==> src/rtl/fifo_push_arbiter.sv <==
// fifo_push_arbiter
//   Round-robin arbiter that shares one FIFO write port between N_REQ
//   requesters. Once the first beat of a multi-beat packet is accepted, the
//   grant stays with that requester until its last beat. Each stored word is
//   {grant_id, payload}.
//
//   Optional feature, enabled by defining FIFO_ARB_WATERMARK_EN:
//   new packets are refused once fifo_usage_i >= HIGH_WM. A packet that is
//   already locked keeps going until the FIFO is full. Without the macro,
//   fifo_usage_i is ignored.
//
// Ports
//   clk_i, rst_ni  clock, asynchronous active-low reset
//   flush_i        synchronous abort of the current packet lock
//   req_valid_i    per-requester beat valid
//   req_last_i     per-requester last-beat flag
//   req_data_i     per-requester payload, requester k at [k*DATA_WIDTH +: DATA_WIDTH]
//   req_ready_o    per-requester beat accepted
//   fifo_full_i    FIFO full flag
//   fifo_usage_i   FIFO fill count
//   fifo_push_o    push strobe to the FIFO
//   fifo_data_o    {grant_id, payload}
//   grant_id_o     currently granted requester
//   locked_o       a packet is in progress

// Per-requester ready: asserted only on the granted lane.
module fifo_push_arbiter_lane #(
  parameter int ID_W = 2,
  parameter int LANE = 0
) (
  input  logic [ID_W-1:0] grant,
  input  logic            allow,
  output logic            ready
);
  assign ready = allow & (grant == ID_W'(LANE));
endmodule

module fifo_push_arbiter #(
  parameter  int N_REQ      = 4,
  parameter  int DATA_WIDTH = 32,
  parameter  int FIFO_AW    = 3,
  parameter  int HIGH_WM    = 6,
  localparam int ID_W       = $clog2(N_REQ)
) (
  input  logic                        clk_i,
  input  logic                        rst_ni,
  input  logic                        flush_i,
  input  logic [N_REQ-1:0]            req_valid_i,
  input  logic [N_REQ-1:0]            req_last_i,
  input  logic [N_REQ*DATA_WIDTH-1:0] req_data_i,
  output logic [N_REQ-1:0]            req_ready_o,
  input  logic                        fifo_full_i,
  input  logic [FIFO_AW-1:0]          fifo_usage_i,
  output logic                        fifo_push_o,
  output logic [ID_W+DATA_WIDTH-1:0]  fifo_data_o,
  output logic [ID_W-1:0]             grant_id_o,
  output logic                        locked_o
);

  typedef struct packed {
    logic [ID_W-1:0]       id;
    logic [DATA_WIDTH-1:0] data;
  } word_t;

  logic [ID_W-1:0] rr_ptr_q, lock_id_q;
  logic            lock_q;

  logic [ID_W-1:0] scan_id, grant;
  logic            found, allow, last_g;
  word_t           word;

  // Round-robin scan starting at rr_ptr_q. Walking the offsets from the far
  // end down lets the closest valid requester overwrite the others.
  always_comb begin
    found   = 1'b0;
    scan_id = rr_ptr_q;
    for (int i = N_REQ - 1; i >= 0; i--) begin
      if (req_valid_i[(int'(rr_ptr_q) + i) % N_REQ]) begin
        found   = 1'b1;
        scan_id = ID_W'((int'(rr_ptr_q) + i) % N_REQ);
      end
    end
  end

  assign grant = lock_q ? lock_id_q : scan_id;

`ifdef FIFO_ARB_WATERMARK_EN
  // Above the watermark only the packet already in flight may proceed.
  assign allow = ~fifo_full_i & ~flush_i &
                 (lock_q | (found & (int'(fifo_usage_i) < HIGH_WM)));
`else
  logic unused_usage;
  assign unused_usage = ^fifo_usage_i;
  assign allow = ~fifo_full_i & ~flush_i & (lock_q | found);
`endif

  for (genvar k = 0; k < N_REQ; k++) begin : g_lane
    fifo_push_arbiter_lane #(.ID_W(ID_W), .LANE(k)) u_lane (
      .grant (grant),
      .allow (allow),
      .ready (req_ready_o[k])
    );
  end

  assign fifo_push_o = req_valid_i[grant] & req_ready_o[grant];
  assign last_g      = req_last_i[grant];
  assign word.id     = grant;
  assign word.data   = req_data_i[int'(grant)*DATA_WIDTH +: DATA_WIDTH];
  assign fifo_data_o = word;
  assign grant_id_o  = grant;
  assign locked_o    = lock_q;

  always_ff @(posedge clk_i or negedge rst_ni) begin
    if (!rst_ni) begin
      rr_ptr_q  <= '0;
      lock_q    <= 1'b0;
      lock_id_q <= '0;
    end else if (flush_i) begin
      lock_q <= 1'b0;
    end else if (fifo_push_o) begin
      if (last_g) begin
        lock_q   <= 1'b0;
        rr_ptr_q <= (grant == ID_W'(N_REQ - 1)) ? '0 : grant + 1'b1;
      end else if (!lock_q) begin
        lock_q    <= 1'b1;
        lock_id_q <= grant;
      end
    end
  end

endmodule

==> config.mk <==
export PLATFORM = sky130hd
export DESIGN_NAME = fifo_push_arbiter
export DESIGN_NICKNAME = d
export VERILOG_FILES = /design/src/rtl/fifo_push_arbiter.sv
export SDC_FILE = /design/constraint.sdc
export NUM_CORES = 1
export LEC_CHECK = 0
export ABC_AREA = 1
export BUFFER_PORTS_ARGS = -buffer_cell sky130_fd_sc_hd__buf_2
export CAP_MARGIN = 10
export CORE_ASPECT_RATIO = 0.5
export CORE_UTILIZATION = 41
export CTS_BUF_LIST = sky130_fd_sc_hd__clkbuf_4
export CTS_CLUSTER_DIAMETER = 150
export DETAILED_ROUTE_END_ITERATION = 16
export PLACE_DENSITY = 0.9
export SLEW_MARGIN = 30
export SYNTH_ARGS = -nofsm -noshare
export SYNTH_HDL_FRONTEND = slang
export SYNTH_SLANG_ARGS = --single-unit
==> constraint.sdc <==
create_clock -name clk_i -period 3.1 [get_ports clk_i]
set_input_delay 0.31 -clock clk_i [delete_from_list [all_inputs] [get_ports clk_i]]
set_output_delay 0.31 -clock clk_i [all_outputs]
set_load 0.02 [all_outputs]
### Word level (Yosys, flattened, before mapping)

Cells that the tools add are included.

| storage, ports and cells | value |
|---|---|
| word-level logic and storage cells | 68 |
| register bits after elaboration | 5 |

| operators by class | value |
|---|---|
| bitwise logic cells | 15 |
| add/subtract/negate cells | 4 |
| multiplexer cells | 30 |
| reduce and logical (&&, ||, !) cells | 7 |
| shift operators | 1 |
| equality and inequality tests | 3 |
| $lt $le $gt $ge | 5 |

Operators by type and width:

| operator | number |
|---|---|
| $shiftx 128x8->32 | 1 |
| $mux 1 | 17 |
| $bmux 1 s2 | 7 |
| $lt 3x4->1 const B | 3 |
| $mux 2 | 6 |
| $and 1x1->1 | 7 |
| $lt 2x3->1 const B | 2 |
| $reduce_or 2->1 | 3 |
| $add 2x1->2 const B | 2 |
| $add 2x2->2 const B | 2 |
| $eq 2x2->1 const B | 2 |
| $not 1->1 | 4 |
| $reduce_and 4->1 | 1 |
| $and 1x1->1 const A | 3 |
| $reduce_and 3->1 | 1 |
| $eq 2x1->1 const B | 1 |
| $logic_not 2->1 | 1 |
| $reduce_bool 2->1 | 1 |
| $or 1x1->1 | 1 |

### Depth between registers and ports, before layout

Gate-level depths: netlist of the first run.

| depth | value |
|---|---|
| depth after elaboration | 18 |
| mapped depth | 19 |
| gate-level depth less buffers | 18 |

### Modules after synthesis

Synthesis of the first run repeated with hierarchy kept, for this count alone.

| second synthesis, totals | value |
|---|---|
| cell total of the unflattened synthesis | 302 |
| area total of the unflattened synthesis | 1691.6 µm² |

Modules (own cells, without submodules):

| module | cells each | times used | sequential area each (µm²) | area an instance (µm²) |
|---|---|---|---|---|
| fifo_push_arbiter | 292 | 1 | 125.1 | 1644.1 |
| fifo_push_arbiter_lane at g_lane[0].u_lane ... | 3 | 2 | 0.0 | 13.8 |
| fifo_push_arbiter_lane at g_lane[1].u_lane ... | 2 | 2 | 0.0 | 10.0 |

### Worst setup path before layout of the first run

No wires, ideal clock.

| timing | value |
|---|---|
| path type | register -> output |
| start | register rr_ptr_q[0] |
| end | output port fifo_data_o[0] |
| data arrival time | 1.903 ns |
| path slack | 0.887 ns |
| stages on the path, launching flop included | 15 |
| buffers on the path | 2 |
| cell sequence | dfrtp_1 buf_6 inv_4 nand2_1 and2_1 nand2_1 nand2_1 inv_2 nand2_1 nand2_2 nand3_4 nand2_4 buf_2 a21oi_1 a22oi_1 |

| on the way | value |
|---|---|
| word-level cells in the longest chain between the ends | 10 |

RTL lines:

| what | line | source |
|---|---|---|
| from (decl) | 65 | `logic [ID_W-1:0] rr_ptr_q, lock_id_q;` |
| from (signal assigned) | 123 | `rr_ptr_q <= (grant == ID_W'(N_REQ - 1)) ? '0 : grant + 1'b1;` |
| $add 2x2->2 | 78, 80 |  |
| $bmux 1 s2 | 78 | `if (req_valid_i[(int'(rr_ptr_q) + i) % N_REQ]) begin` |
| $mux 1 (implied by the code) (2 in a row) | 78 |  |
| $mux 2 (3 in a row) | 78 |  |
| $mux 2 (*) | 78 |  |
| $mux 2 (*) | 85 | `assign grant = lock_q ? lock_id_q : scan_id;` |
| $shiftx 128x8->32 (*) | 108 | `assign word.data = req_data_i[int'(grant)*DATA_WIDTH +: DATA_WIDTH];` |
| to (decl) | 55 | `output logic [ID_W+DATA_WIDTH-1:0] fifo_data_o,` |

Every way passes the cells marked *; elsewhere a longest branch is shown, timed or not. The select of a mux whose other input is x is not followed.

### Worst setup path in the final report of the first run

| timing | value |
|---|---|
| start | register rr_ptr_q[0] |
| end | output port fifo_data_o[10] |

The elaborated chain is that of the path after synthesis.

==> results of run 1 <==
==> synth_stat cells (all sizes together) <==
| library cell | instances | area (um^2) |
|---|---|---|
| nand2 | 116 | 521 |
| a21oi | 64 | 320 |
| a22oi | 32 | 380 |
| buf | 29 | 241 |
| nand3 | 22 | 128 |
| inv | 20 | 80.1 |
| nor2 | 6 | 25.0 |
| dfrtp | 5 | 125 |
| o21ai | 4 | 23.8 |
| nor3 | 2 | 15.0 |
| and2 | 1 | 6.26 |
| clkinv | 1 | 3.75 |
==> metrics by stage <==
stage / hold WS, ns / worst slack, ns / util / cells / cell area [um^2]
after floorplan: 0.0144 / 0.887 / - / 302 / 1870
final: 0.314 / 0.259 / 0.665 / 521 / 2740
after global routing: 0.346 / 0.0513 / 0.665 / 521 / 2740
after global placement: 0.126 / 0.456 / 0.654 / 516 / 2700
after CTS: 0.303 / 0.180 / 0.664 / 521 / 2740
after detailed placement: 0.126 / 0.443 / 0.654 / 516 / 2700
==> how the worst max path moves through the flow <==
stage               slack, ns  depth (start not counted)         from               to
floorplan                0.89                         14  rr_ptr_q[0]   fifo_data_o[0]
global placement         0.46                         18  rr_ptr_q[0]      fifo_push_o
detailed placement       0.44                         18  rr_ptr_q[0]      fifo_push_o
CTS                      0.18                         18  rr_ptr_q[0]      fifo_push_o
global route             0.05                         18  rr_ptr_q[0]      fifo_push_o
finish                   0.26                         16  rr_ptr_q[0]  fifo_data_o[10]
==> routing by layer <==
| layer | track usage | wire length, um | vias up |
|---|---|---|---|
| li1 | - | - | 1352 |
| met2 | 0.491 | 3390 | 63 |
| met3 | 0.0284 | 242 | 6 |
| met4 | 0.0490 | 46 | 0 |
| met1 | 0.293 | 2680 | 1228 |
| met5 | 0 | 0 | - |
==> logic make-up (layout without fill, tap and decap cells) <==
| group | after synthesis | after routing | share of synthesized area |
|---|---|---|---|
| buffers and inverters | 50 | 215 | 0.174 |
| AO/OA/AOI/OAI | 100 | 100 | 0.388 |
| flip-flops | 5 | 5 | 0.0669 |
| AND/OR/NAND/NOR | 147 | 147 | 0.371 |
==> worst max-delay path: stages (launching register included) <==
cell,delay [ns]
dfrtp_1,0.54
inv_4,0.10
nand2_1,0.09
nand2_1,0.07
nand2_1,0.09
nand2_1,0.07
inv_1,0.07
nand2_2,0.06
nand2_1,0.07
nand2_2,0.06
nand3_4,0.09
nand2_4,0.07
inv_4,0.21
buf_4,0.24
nand2_1,0.08
a22oi_2,0.17
buf_2,0.20
==> registers in the layout, indices dropped and copies added, names as in the netlist <==
signal     count
lock_id_q      2
rr_ptr_q       2
locked_o       1
==> repair_timing <==
item,in CTS,in global routing
hold buffers,1,0
setup endpoints to repair,0,2
endpoints found under the hold margin,5,0
resized for setup,0,1
==> final cells by class <==
type	count	area, um^2
multi-input combinational	247	1420
clock buffer	4	30.0
fill	396	1380
tap	54	67.6
inverter	21	83.8
timing repair buffer	190	1020
sequential	5	125
==> summary.txt, run 1 <==
Run status: completed
Final WL: 6360 um
Number of input and output port buffers inserted: 181
Aggregate global routing overflow: 0
DRC violation count after routing: 0
Cell depth of the worst hold path: 4
Setup crit start kind: flip-flop
Root Buffer: clkbuf_4
Number of buffers inserted to repair setup after CTS: 0
Type of the worst setup path: reg2out
Die extent in y: 49.7 um
TritonCTS clock tree: built
Insertion delay to the later sink of the worst-skew pair: 0.24 ns
Die Footprint: 4850 um^2
Endpoint of the most critical register-to-register path: rr_ptr_q[0]
Number of synthesized register bits: 5
Number of placement rows: 16
Clk slew on worst S/H paths: 0.04 ns
Leading cell types in the layout, fill and taps excluded: 181 x buf_2, 84 x nand2_1, 64 x a21oi_1
Highest achievable clock rate: 0.352 GHz
Core area: 4120 um^2
Cell count after synthesis: 302
Antenna violations before repair: 0
RePlAce Congestion: 0.848
Headroom to the max-slew limit: 0.732
Pins over their slew limit: 0
Detailed router's first-iteration violation count: 86
Antenna cells: 0
Count of endpoints failing hold in the final timing report: 0
Launch instance of the worst min-delay path: flush_i
Via count of the first global-routing pass: 2323
Commonest non-fill, non-tap cell in the layout: buf_2
Syn Nets: 445
Reg-to-reg critical path startpoint: rr_ptr_q[0]
Wire length of the first global-routing pass: 10200 um
Clk buf depth: 2
Max-capacitance violation count: 0
Unrepaired setup endpoints after global routing: no
CP Max Fanout: 19
Ports: 185
CTS Sinks: 5
Hold worst-path end: locked_o
CP endpoint kind: primary output
Shortest clock period the worst path allows after layout: 2.84 ns
Worst slew pin tran: 0.402 ns
Post-detail-place hpwl: 5180 um
Drt via density: 5.08
Syn. warnings: 0
Cell depth of the worst flop-to-flop path: 15
Final #Nets: 611
First-pass detailed-route iteration total: 4
H-Tree Level Count: 1
Antenna-violating nets left: 0
Number of buffers inserted during clock tree synthesis: 3
Overall routing resource usage: 0.249
Average cell area after synthesis: 6.19 um^2
Synthesis-to-layout area growth: 46.7%
Post-route fraction of the period consumed by the critical path: 0.917
Seq/Total Area, Yosys: 0.0669
Final setup violation count: 0
Largest net degree at the start of global routing: 43
Req. time, crit path: 2.79 ns
Ratio of cells with drive above 1 in the final layout: 0.570
Via count: 2649
Slack of the worst reg-to-reg path: 0.71 ns
CP arrival: 2.53 ns
Die boundary width: 97.5 um
Wirelength per Cell: 12.2 um
Path category of the worst min-delay check: in2reg
Unique cell type count in the Yosys netlist: 26
Effective utilization at floorplan: 0.453
Clock Skews: 0.00189 ns
Post-synthesis cell area: 1870 um^2
Setup TNS after final layout: 0 ns
Power of run 1 is left out: the tool's default activity adds up to more than one toggle a clock period on the data nets, which glitch-free logic cannot reach.
==> run 2: changes to the inputs <==
Settings changed: GPL_TIMING_DRIVEN set to 0.
==> summary.txt, run 2 (synthesized netlist as in run 1, its figures left out) <==
Detailed router's first-iteration violation count: 101 (+17%)
Antenna violations before repair: 0 (unchanged)
Via count of the first global-routing pass: 2517 (+8.4%)
Post-route design area: 2880 um^2 (+5.1%)
Effective utilization at floorplan: 0.453 (unchanged)
Post-detail-place hpwl: 5640 um (+9.0%)
H-Tree Level Count: 1 (unchanged)
Antenna cells: 0 (unchanged)
Via count: 2811 (+6.1%)
TritonCTS clock tree: built
Insertion delay to the later sink of the worst-skew pair: 0.24 ns (about the same)
Setup crit start kind: flip-flop
Number of gates given a new drive strength after cts: 0 (unchanged)
Overall routing resource usage: 0.271 (+0.0226)
Commonest non-fill, non-tap cell in the layout: buf_2
Ratio of cells with drive above 1 in the final layout: 0.588 (+0.0185)
Number of buffers inserted during clock tree synthesis: 3 (unchanged)
Final setup violation count: 0 (unchanged)
CTS Sinks: 5 (unchanged)
Run status: completed
Largest net degree at the start of global routing: 12 (-72%)
Shortest clock period the worst path allows after layout: 2.74 ns (-0.104 ns)
Type of the worst setup path: reg2out
Die boundary width: 97.5 um (unchanged)
Antenna-violating nets left: 0 (unchanged)
Number of buffers inserted to repair setup after CTS: 0 (unchanged)
Number of placement rows: 16 (unchanged)
Number of input and output port buffers inserted: 181 (unchanged)
Non-filler cells, final: 542 (+4.0%)
Die extent in y: 49.7 um (unchanged)
Clock Skews: 0.00410 ns (+0.00222 ns)
CP arrival: 2.43 ns (-0.10 ns)
Instance area after placement: 2840 um^2 (+5.3%)
Final #Nets: 632 (+3.4%)
Hold-fix buffers, CTS: 1 (unchanged)
Final WL: 6890 um (+8.2%)
Clk slew on worst S/H paths: 0.04 ns (about the same)
RePlAce Congestion: 0.840 (-0.94%)
Highest achievable clock rate: 0.365 GHz (+3.8%)
CP Max Fanout: 10 (-9)
CP endpoint kind: primary output
Post-route fraction of the period consumed by the critical path: 0.883 (-0.0337)
Wire length of the first global-routing pass: 11100 um (+8.9%)
DRC violation count after routing: 0 (unchanged)
Leading cell types in the layout, fill and taps excluded: 194 x buf_2, 84 x nand2_1, 64 x a21oi_1
Worst slew pin tran: 0.242 ns (-0.160 ns)
Placed Cells incl. Taps: 537 (+4.1%)
Setup TNS after final layout: 0 ns (unchanged)
Clk buf depth: 2 (unchanged)
Max-capacitance violation count: 0 (unchanged)
Path category of the worst min-delay check: in2reg
Synthesis-to-layout area growth: 54.2%
Req. time, crit path: 2.79 ns (about the same)
Count of endpoints failing hold in the final timing report: 0 (unchanged)
Aggregate global routing overflow: 0 (unchanged)
Core area: 4120 um^2 (unchanged)
Headroom to the max-slew limit: 0.838 (+0.106)
Root Buffer: clkbuf_4
Unrepaired setup endpoints after global routing: no
Ports: 185 (unchanged)
First-pass detailed-route iteration total: 5 (+1)
Wirelength per Cell: 12.7 um (+4.0%)
Pins over their slew limit: 0 (unchanged)
Die Footprint: 4850 um^2 (unchanged)
Drt via density: 5.19 (+2.0%)
[run 2: metal layers]
layer,track usage,vias up,share of wire
li1,-,1397,-
met2,0.505,115,0.52
met3,0.0199,18,0.057
met4,0.0735,0,0.017
met5,0,-,0
met1,0.342,1281,0.40
[run 2: final cells by class]
type | instances | area (um^2)
sequential | 5 | 125
fill | 387 | 1240
inverter | 21 | 83.8
clock buffer | 4 | 30.0
buffer | 29 | 241
timing repair buffer | 182 | 916
tap | 54 | 67.6
multi-input combinational | 247 | 1420
[run 2: stage by stage]
step	hold WS, ns	setup WS, ns	utilization
after floorplan	0.0144	0.887	-
after global placement	0.127	0.669	0.689
after detailed placement	0.127	0.647	0.689
after CTS	0.311	0.376	0.699
after global routing	0.325	0.152	0.699
final	0.316	0.363	0.699
[run 2: path summary, 6_finish.rpt]
check	start	to	slack, ns	cells past startpoint
min reg2reg	lock_id_q[0]	lock_id_q[0]	0.49	2
min in group asynchronous	rst_ni	rr_ptr_q[0]	0.41	2
max in group asynchronous	rst_ni	locked_o	2.56	2
max reg2reg	rr_ptr_q[0]	rr_ptr_q[0]	1.04	17
max	rr_ptr_q[0]	fifo_data_o[30]	0.36	16
min	flush_i	locked_o	0.32	4
[run 2: worst max-delay path, cell delays in order (launching register included)]
cell and delay, ns:
dfrtp_1 0.36, buf_6 0.14, inv_4 0.08, nand2_1 0.05
nand2_1 0.09, nand2_1 0.09, nand2_1 0.09, nand2_1 0.07
nand2_2 0.06, nand3_2 0.08, nand3_4 0.12, nand2_4 0.11
inv_4 0.09, buf_2 0.23, nand2_1 0.11, a22oi_2 0.21
buf_2 0.19
Power of run 2 is left out for the same reason.
